==> config.mk <==
export PLATFORM = sky130hd
export DESIGN_NAME = wb_cmd_master
export DESIGN_NICKNAME = d
export VERILOG_FILES = /design/src/rtl/wb_cmd_master.sv
export SDC_FILE = /design/constraint.sdc
export NUM_CORES = 1
export LEC_CHECK = 0
export CORE_UTILIZATION = 35
export CTS_CLUSTER_DIAMETER = 60
export DETAILED_ROUTE_END_ITERATION = 10
export DONT_BUFFER_PORTS = 1
export PLACE_DENSITY = 0.63
export SLEW_MARGIN = 20
export SYNTH_ARGS = -nofsm -noshare
export SYNTH_HDL_FRONTEND = slang
export SYNTH_SLANG_ARGS = --single-unit
==> constraint.sdc <==
create_clock -name WBs_CLK_i -period 3.1 [get_ports WBs_CLK_i]
set_clock_uncertainty 0.2 [all_clocks]
set_input_delay 0.31 -clock WBs_CLK_i [delete_from_list [all_inputs] [get_ports WBs_CLK_i]]
set_output_delay 0.31 -clock WBs_CLK_i [all_outputs]
set_load 0.005 [all_outputs]
==> src/rtl/wb_cmd_master.sv <==
// Wishbone initiator: turns single-word commands from a valid/ready port into classic Wishbone
// cycles, with one transaction outstanding and an ACK timeout against dead or unmapped slaves.
module wb_cmd_master #(
  parameter int unsigned          ADDRWIDTH      = 10,
  parameter int unsigned          DATAWIDTH      = 32,
  parameter int unsigned          TIMEOUT_CYCLES = 255,
  parameter logic [DATAWIDTH-1:0] TIMEOUT_DATA   = 32'hDEAD_BEEF
) (
  input  logic                 WBs_CLK_i,
  input  logic                 WBs_RST_i,
  input  logic                 cmd_valid_i,
  output logic                 cmd_ready_o,
  input  logic                 cmd_we_i,
  input  logic [ADDRWIDTH-1:0] cmd_adr_i,
  input  logic [DATAWIDTH-1:0] cmd_dat_i,
  input  logic [3:0]           cmd_be_i,
  output logic                 rsp_valid_o,
  input  logic                 rsp_ready_i,
  output logic [DATAWIDTH-1:0] rsp_dat_o,
  output logic                 rsp_err_o,
  output logic                 busy_o,
  output logic [7:0]           timeout_cnt_o,
  output logic [ADDRWIDTH-1:0] WBm_ADR_o,
  output logic                 WBm_CYC_o,
  output logic                 WBm_STB_o,
  output logic                 WBm_WE_o,
  output logic [3:0]           WBm_BYTE_STB_o,
  output logic [DATAWIDTH-1:0] WBm_DAT_o,
  input  logic [DATAWIDTH-1:0] WBm_DAT_i,
  input  logic                 WBm_ACK_i
);

  typedef enum logic [1:0] {StIdle, StBus, StResp} state_e;

  // Count value on the edge where CYC has been high for TIMEOUT_CYCLES cycles.
  localparam logic [15:0] TimeoutLast =
      (TIMEOUT_CYCLES == 0) ? 16'd0 : 16'(TIMEOUT_CYCLES - 1);

  state_e                 state_q, state_d;
  logic [ADDRWIDTH-1:0]   adr_q, adr_d;
  logic                   cyc_q, cyc_d;
  logic                   we_q, we_d;
  logic [3:0]             be_q, be_d;
  logic [DATAWIDTH-1:0]   dat_q, dat_d;
  logic [15:0]            cnt_q, cnt_d;
  logic                   rsp_valid_q, rsp_valid_d;
  logic [DATAWIDTH-1:0]   rsp_dat_q, rsp_dat_d;
  logic                   rsp_err_q, rsp_err_d;
  logic [7:0]             tocnt_q, tocnt_d;

  always_ff @(posedge WBs_CLK_i or posedge WBs_RST_i) begin
    if (WBs_RST_i) begin
      state_q     <= StIdle;
      adr_q       <= '0;
      cyc_q       <= 1'b0;
      we_q        <= 1'b0;
      be_q        <= '0;
      dat_q       <= '0;
      cnt_q       <= '0;
      rsp_valid_q <= 1'b0;
      rsp_dat_q   <= '0;
      rsp_err_q   <= 1'b0;
      tocnt_q     <= '0;
    end else begin
      state_q     <= state_d;
      adr_q       <= adr_d;
      cyc_q       <= cyc_d;
      we_q        <= we_d;
      be_q        <= be_d;
      dat_q       <= dat_d;
      cnt_q       <= cnt_d;
      rsp_valid_q <= rsp_valid_d;
      rsp_dat_q   <= rsp_dat_d;
      rsp_err_q   <= rsp_err_d;
      tocnt_q     <= tocnt_d;
    end
  end

  always_comb begin
    state_d     = state_q;
    adr_d       = adr_q;
    cyc_d       = cyc_q;
    we_d        = we_q;
    be_d        = be_q;
    dat_d       = dat_q;
    cnt_d       = cnt_q;
    rsp_valid_d = rsp_valid_q;
    rsp_dat_d   = rsp_dat_q;
    rsp_err_d   = rsp_err_q;
    tocnt_d     = tocnt_q;
    unique case (state_q)
      StIdle: begin
        if (cmd_valid_i) begin
          adr_d   = {cmd_adr_i[ADDRWIDTH-1:2], 2'b00};
          we_d    = cmd_we_i;
          be_d    = cmd_be_i;
          dat_d   = cmd_dat_i;
          cyc_d   = 1'b1;
          cnt_d   = '0;
          state_d = StBus;
        end
      end
      StBus: begin
        // ACK is checked first so it wins over a timeout on the same edge.
        if (WBm_ACK_i) begin
          cyc_d       = 1'b0;
          we_d        = 1'b0;
          rsp_dat_d   = we_q ? '0 : WBm_DAT_i;
          rsp_err_d   = 1'b0;
          rsp_valid_d = 1'b1;
          state_d     = StResp;
        end else if (TIMEOUT_CYCLES != 0) begin
          if (cnt_q == TimeoutLast) begin
            cyc_d       = 1'b0;
            we_d        = 1'b0;
            rsp_dat_d   = TIMEOUT_DATA;
            rsp_err_d   = 1'b1;
            rsp_valid_d = 1'b1;
            if (tocnt_q != 8'hFF) tocnt_d = tocnt_q + 8'd1;
            state_d     = StResp;
          end else begin
            cnt_d = cnt_q + 16'd1;
          end
        end
      end
      StResp: begin
        if (rsp_ready_i) begin
          rsp_valid_d = 1'b0;
          state_d     = StIdle;
        end
      end
      default: state_d = StIdle;
    endcase
  end

  assign cmd_ready_o    = (state_q == StIdle) && !WBs_RST_i;
  assign busy_o         = (state_q != StIdle);
  assign rsp_valid_o    = rsp_valid_q;
  assign rsp_dat_o      = rsp_dat_q;
  assign rsp_err_o      = rsp_err_q;
  assign timeout_cnt_o  = tocnt_q;
  assign WBm_ADR_o      = adr_q;
  assign WBm_CYC_o      = cyc_q;
  assign WBm_STB_o      = cyc_q;
  assign WBm_WE_o       = we_q;
  assign WBm_BYTE_STB_o = be_q;
  assign WBm_DAT_o      = dat_q;

endmodule
# Yosys cells after proc, flatten, opt, wreduce, memory -nomap -nowiden
# Index checks and enable logic that the tools add are counted.
# W data, S select, Z words.
[word_totals]
word_cells = 60
output_inout_bits = 93
ff_bits = 106
inputBits = 84
[op_classes]
eq_ne = 9
n_reduce_logical = 14
add_sub_neg = 2
bitwise = 1
muxes = 23
[op_table]
columns = ["cell", "n"]
rows = [
  ["$mux W32", 3],
  ["$mux W16", 3],
  ["$pmux W16 S2", 1],
  ["$add A16 B1 Y16 const B", 1],
  ["$eq A16 B8 Y1 const B", 1],
  ["$reduce_and A3 Y1", 3],
  ["$add A8 B1 Y8 const B", 1],
  ["$mux W1", 8],
  ["$mux W2", 4],
  ["$ne A2 B2 Y1 const B", 4],
  ["$ne A8 B8 Y1 const B", 1],
  ["$reduce_and A4 Y1", 2],
  ["$reduce_bool A2 Y1", 4],
  ["$pmux W1 S2", 3],
  ["$pmux W2 S3", 1],
  ["$reduce_and A2 Y1", 2],
  ["$ne A3 B3 Y1 const B", 1],
  ["$eq A2 B1 Y1 const B", 1],
  ["$eq A2 B2 Y1 const B", 1],
  ["$logic_not A2 Y1", 1],
  ["$logic_and A1 B1 Y1", 1],
  ["$logic_not A1 Y1", 1],
  ["$not A1 Y1", 1],
]

# Longest topological paths before layout
[depth]
ltp_word = 4
mapped_depth = 8
mapped_depth_nobuf = 6

# Least setup slack after synthesis
# OpenSTA, ideal clock, no wires.
[synth_timing]
path_kind = "flip-flop to flip-flop"
start = "register cnt_q[0]"
end = "register rsp_dat_q[0] (netlist: rsp_dat_o[0])"
t_arrival_ns = 1.595
setup_slack_ns = 1.179
required_time_ns = 2.774
stages_incl_launch_ff = 9
n_path_buf = 2
setup_time_ns = 0.126
synth_period_minus_slack_ns = 1.921
path_cell_list = "dfrtp_1 > inv_1 > ha_1 > and3b_1 > and4_1 > buf_4 > o21ai_4 > buf_6 > a221o_1"
[synth_via]
elab_chain_len = 3
[synth_rtl]
columns = ["item", "line_no", "source"]
rows = [
  ["from (decl)", "45", "logic [15:0] cnt_q, cnt_d;"],
  ["from (signal assigned)", "71", "cnt_q <= cnt_d;"],
  ["$eq A16 B8 Y1", "113", "if (cnt_q == TimeoutLast) begin"],
  ["$reduce_bool A2 Y1 (no source line)", "-", ""],
  ["$reduce_and A2 Y1 (no source line)", "-", ""],
  ["to (signal assigned)", "73", "rsp_dat_q <= rsp_dat_d;"],
  ["to (decl)", "47", "logic [DATAWIDTH-1:0] rsp_dat_q, rsp_dat_d;"],
]
# Every way passes these cells.
# A chain may end at the register's enable or synchronous reset.

# Final worst setup path
[layout_timing]
start = "register cnt_q[0]"
end = "register rsp_dat_q[8] (netlist: rsp_dat_o[8])"
# The elaborated chain is that of the path after synthesis.

==> results.ini <==
[placement]
placed_area_um2 = 4610
dpl_worst_slack_ns = 0.742
hpwl_um = 6510
port_buffers = 0
gp_congestion = 0.759

[logic_synthesis]
async_flop_share_pct = 100
synth_top_area_share_pct = 59.5
synthesis.area_um2 = 4460
yosys_warnings = 0
synth_flop_cell = dfrtp_1
yosys.area.top_type = dfrtp_1
synth-edff-count = 0
synth_top_family_by_area = compound AO/OA/AOI/OAI gates
syn_area_per_cell_um2 = 13.2
synth_cells = 339
synth_adder_area_share_pct = 0.842
ys_seq_elements = 106
synth_compound_area_share_pct = 14.3
yosys.area_share.simple_pct = 7.91
synth_area_leaders = dfrtp_1, mux2_2, a221o_1
yosysSeqAreaShare_pct = 59.5
synth_cell_type_count = 45
synth-xor-area-share_pct = 1.18
synth_mux_area_share_pct = 12.1

[sta]
hold_viol = 0
clock.fmax_mhz = 413
maxSlewHeadroom_pct = 49.8
rsz0062_at_grt = false
finalSetupTns_ns = 0
setup_ws_ns = 0.681
final_max_slew_viol_count = 0
period_minus_slack_ns = 2.42
min_period_over_period_pct = 78.0
setup-violations-final = 0
worstMarginPinSlew_ns = 0.751

[final_layout]
fin_util_pct = 46.9
drive_gt1_share_pct = 18.1
num_antenna_cells = 0
area_growth_pct = 28.5
final_nets = 502
stdcell_area_um2 = 5730
fillers = 1061

[routing]
avgViaCountPerCell = 5.34
drt_iter0_markers = 204
ant_nets = 0
dr.pass1.iters = 4
wl_per_cell_um = 18.3
vias = 3139
drcViolationCount = 0
wirelength_um = 10800

[clock_network]
clockBufferDepth = 2
cts_setup_buffers = 0
cts.sinks = 106
cts_buffers = 9
ctsRootBufferMaster = clkbuf_16
cts_tree = built
path_clk_slew_ns = 0.07
holdBufCountCts = 81
h-tree-depth = 3
clk_latency_ns = 0.35
cts_resized = 0

[worst_setup_path]
crit_chain = inv_1 -> ha_1 -> and3b_1 -> and4_1 -> o21ai_4 -> buf_4 -> a22o_1
cp.required_ns = 3.19
worstPathArrival_ns = 2.51
worstPathMaxFanout = 28
criticalPathCategory = reg2reg
slowest_delay_ns = 0.62
cpMaxStageDelayCell = o21ai_4
start_kind = register
end_kind = register

[floorplanning]
fp.dieW_um = 115
initial_core_util_pct = 36.5
io_pins = 177
dieArea_um2 = 13200
core_area_um2 = 12200
chipHeight_um = 115
num_rows = 40

[global_route]
gr-total-overflow = 0
antenna_found_initial = 0
grt_usage_pct = 16.5
grt_max_degree = 107
grt_pass1_vias = 3106
grt_pass1_wl_um = 16400

[pwr]
p_total_mw = 4.84
power.density_nw_per_um2 = 845
peakVddDrop_uv = 415
p_leak_nw = 2.47

[hold_path]
min_path_type = in2reg

[run]
drv_cap = 0

[run_status]
outcome = complete, no violations

[cells in the final DEF, fill, tap and decap left out, drive strengths merged, types with 3 or more instances in the layout]
cell type / synthesis / layout
dfrtp: 106 / 106
ha: 3 / 3
a31oi: 16 / 16
a21oi: 6 / 6
and3: 5 / 5
dlygate4sd3: 0 / 81
nand2b: 4 / 4
a41oi: 4 / 4
a22o: 8 / 8
nand3: 10 / 10
nor3: 4 / 4
nor4: 5 / 5
o21ai: 6 / 6
xor2: 6 / 6
and4: 4 / 4
a21o: 5 / 5
a221o: 24 / 24
nor2: 7 / 7
nand2: 9 / 9
clkbuf: 5 / 9
buf: 19 / 7
nand4: 5 / 5
inv: 13 / 15
mux2: 47 / 47
[critical path, delay by kind of cell (launching register included)]
family                     cells  cell delay [ns]
buffers and inverters          2             0.36
AOI/OAI and AO/OA              2             0.77
DFF                            1             0.38
adders and majority gates      1             0.19
and+or+nand+nor                2             0.45
[state kept, by name, summed over array words and instances (netlist names), 2 cells and up]
| register | flops |
|---|---|
| WBm_BYTE_STB_o | 4 |
| WBm_DAT_o | 32 |
| rsp_dat_o | 32 |
| cnt_q | 16 |
| state_q | 2 |
| timeout_cnt_o | 8 |
| WBm_ADR_o | 8 |
[Yosys cell counts, types with 6 or more instances]
| library cell | n |
|---|---|
| a21oi_1 | 6 |
| a221o_1 | 24 |
| a22o_1 | 8 |
| a31oi_1 | 16 |
| buf_2 | 12 |
| dfrtp_1 | 106 |
| inv_1 | 13 |
| mux2_2 | 45 |
| nand2_1 | 9 |
| nand3_1 | 10 |
| nor2_1 | 7 |
| xor2_1 | 6 |
[metal layers]
metal	track usage, %	share of wire (%)	up-vias
li1	-	-	1420
met1	18.5	39	1556
met2	28.3	51	152
met3	7.12	9.3	11
met4	5.02	0.97	0
met5	0	0	-
[through the flow]
step,std cells,hold WS (ns)
2_1_floorplan,340,0.196
3_3_place_gp,491,0.189
3_5_place_dp,491,0.197
4_1_cts,588,0.138
5_1_grt,588,0.176
6_report,588,0.153
[kinds of logic after synthesis]
family                     after synthesis
AOI/OAI and AO/OA                       79
xor gates and xnor gates                 6
adders and majority gates                3
buffers and inverters                   37
DFF                                    106
muxes                                   48
other                                    1
and+or+nand+nor                         59
[final timing paths]
kind	startpoint	endpoint	slack (ns)	depth (start not counted)
worst max-delay path	cnt_q[0]$_DFFE_PP0P_	rsp_dat_o[8]$_DFFE_PP0P_	0.68	7
worst min-delay path	WBm_ACK_i	cnt_q[0]$_DFFE_PP0P_	0.15	4
worst max register to register	cnt_q[0]$_DFFE_PP0P_	rsp_dat_o[8]$_DFFE_PP0P_	0.68	7
worst min register to register	cnt_q[15]$_DFFE_PP0P_	cnt_q[15]$_DFFE_PP0P_	0.29	1
max in group asynchronous	WBs_RST_i	cnt_q[14]$_DFFE_PP0P_	1.86	3
min in group asynchronous	WBs_RST_i	WBm_DAT_o[26]$_DFFE_PP0P_	0.39	3
[final cells by class]
type | instances | area [µm²] | share of cell area, %
clock buffer | 9 | 225 | 3.93
clock inverter | 7 | 82.6 | 1.44
inverter | 13 | 52.6 | 0.918
multi-input combinational | 197 | 1630 | 28.4
sequential | 106 | 2650 | 46.3
tap | 168 | 210 | 3.67
timing repair buffer | 88 | 876 | 15.3
[report_power, final]
group | internal [mW] | switching [mW]
sequential | 1.93 | 0.486
combinational | 0.682 | 0.560
clock | 0.641 | 0.543
total | 3.25 | 1.59
(Power assumes the default switching activity.)
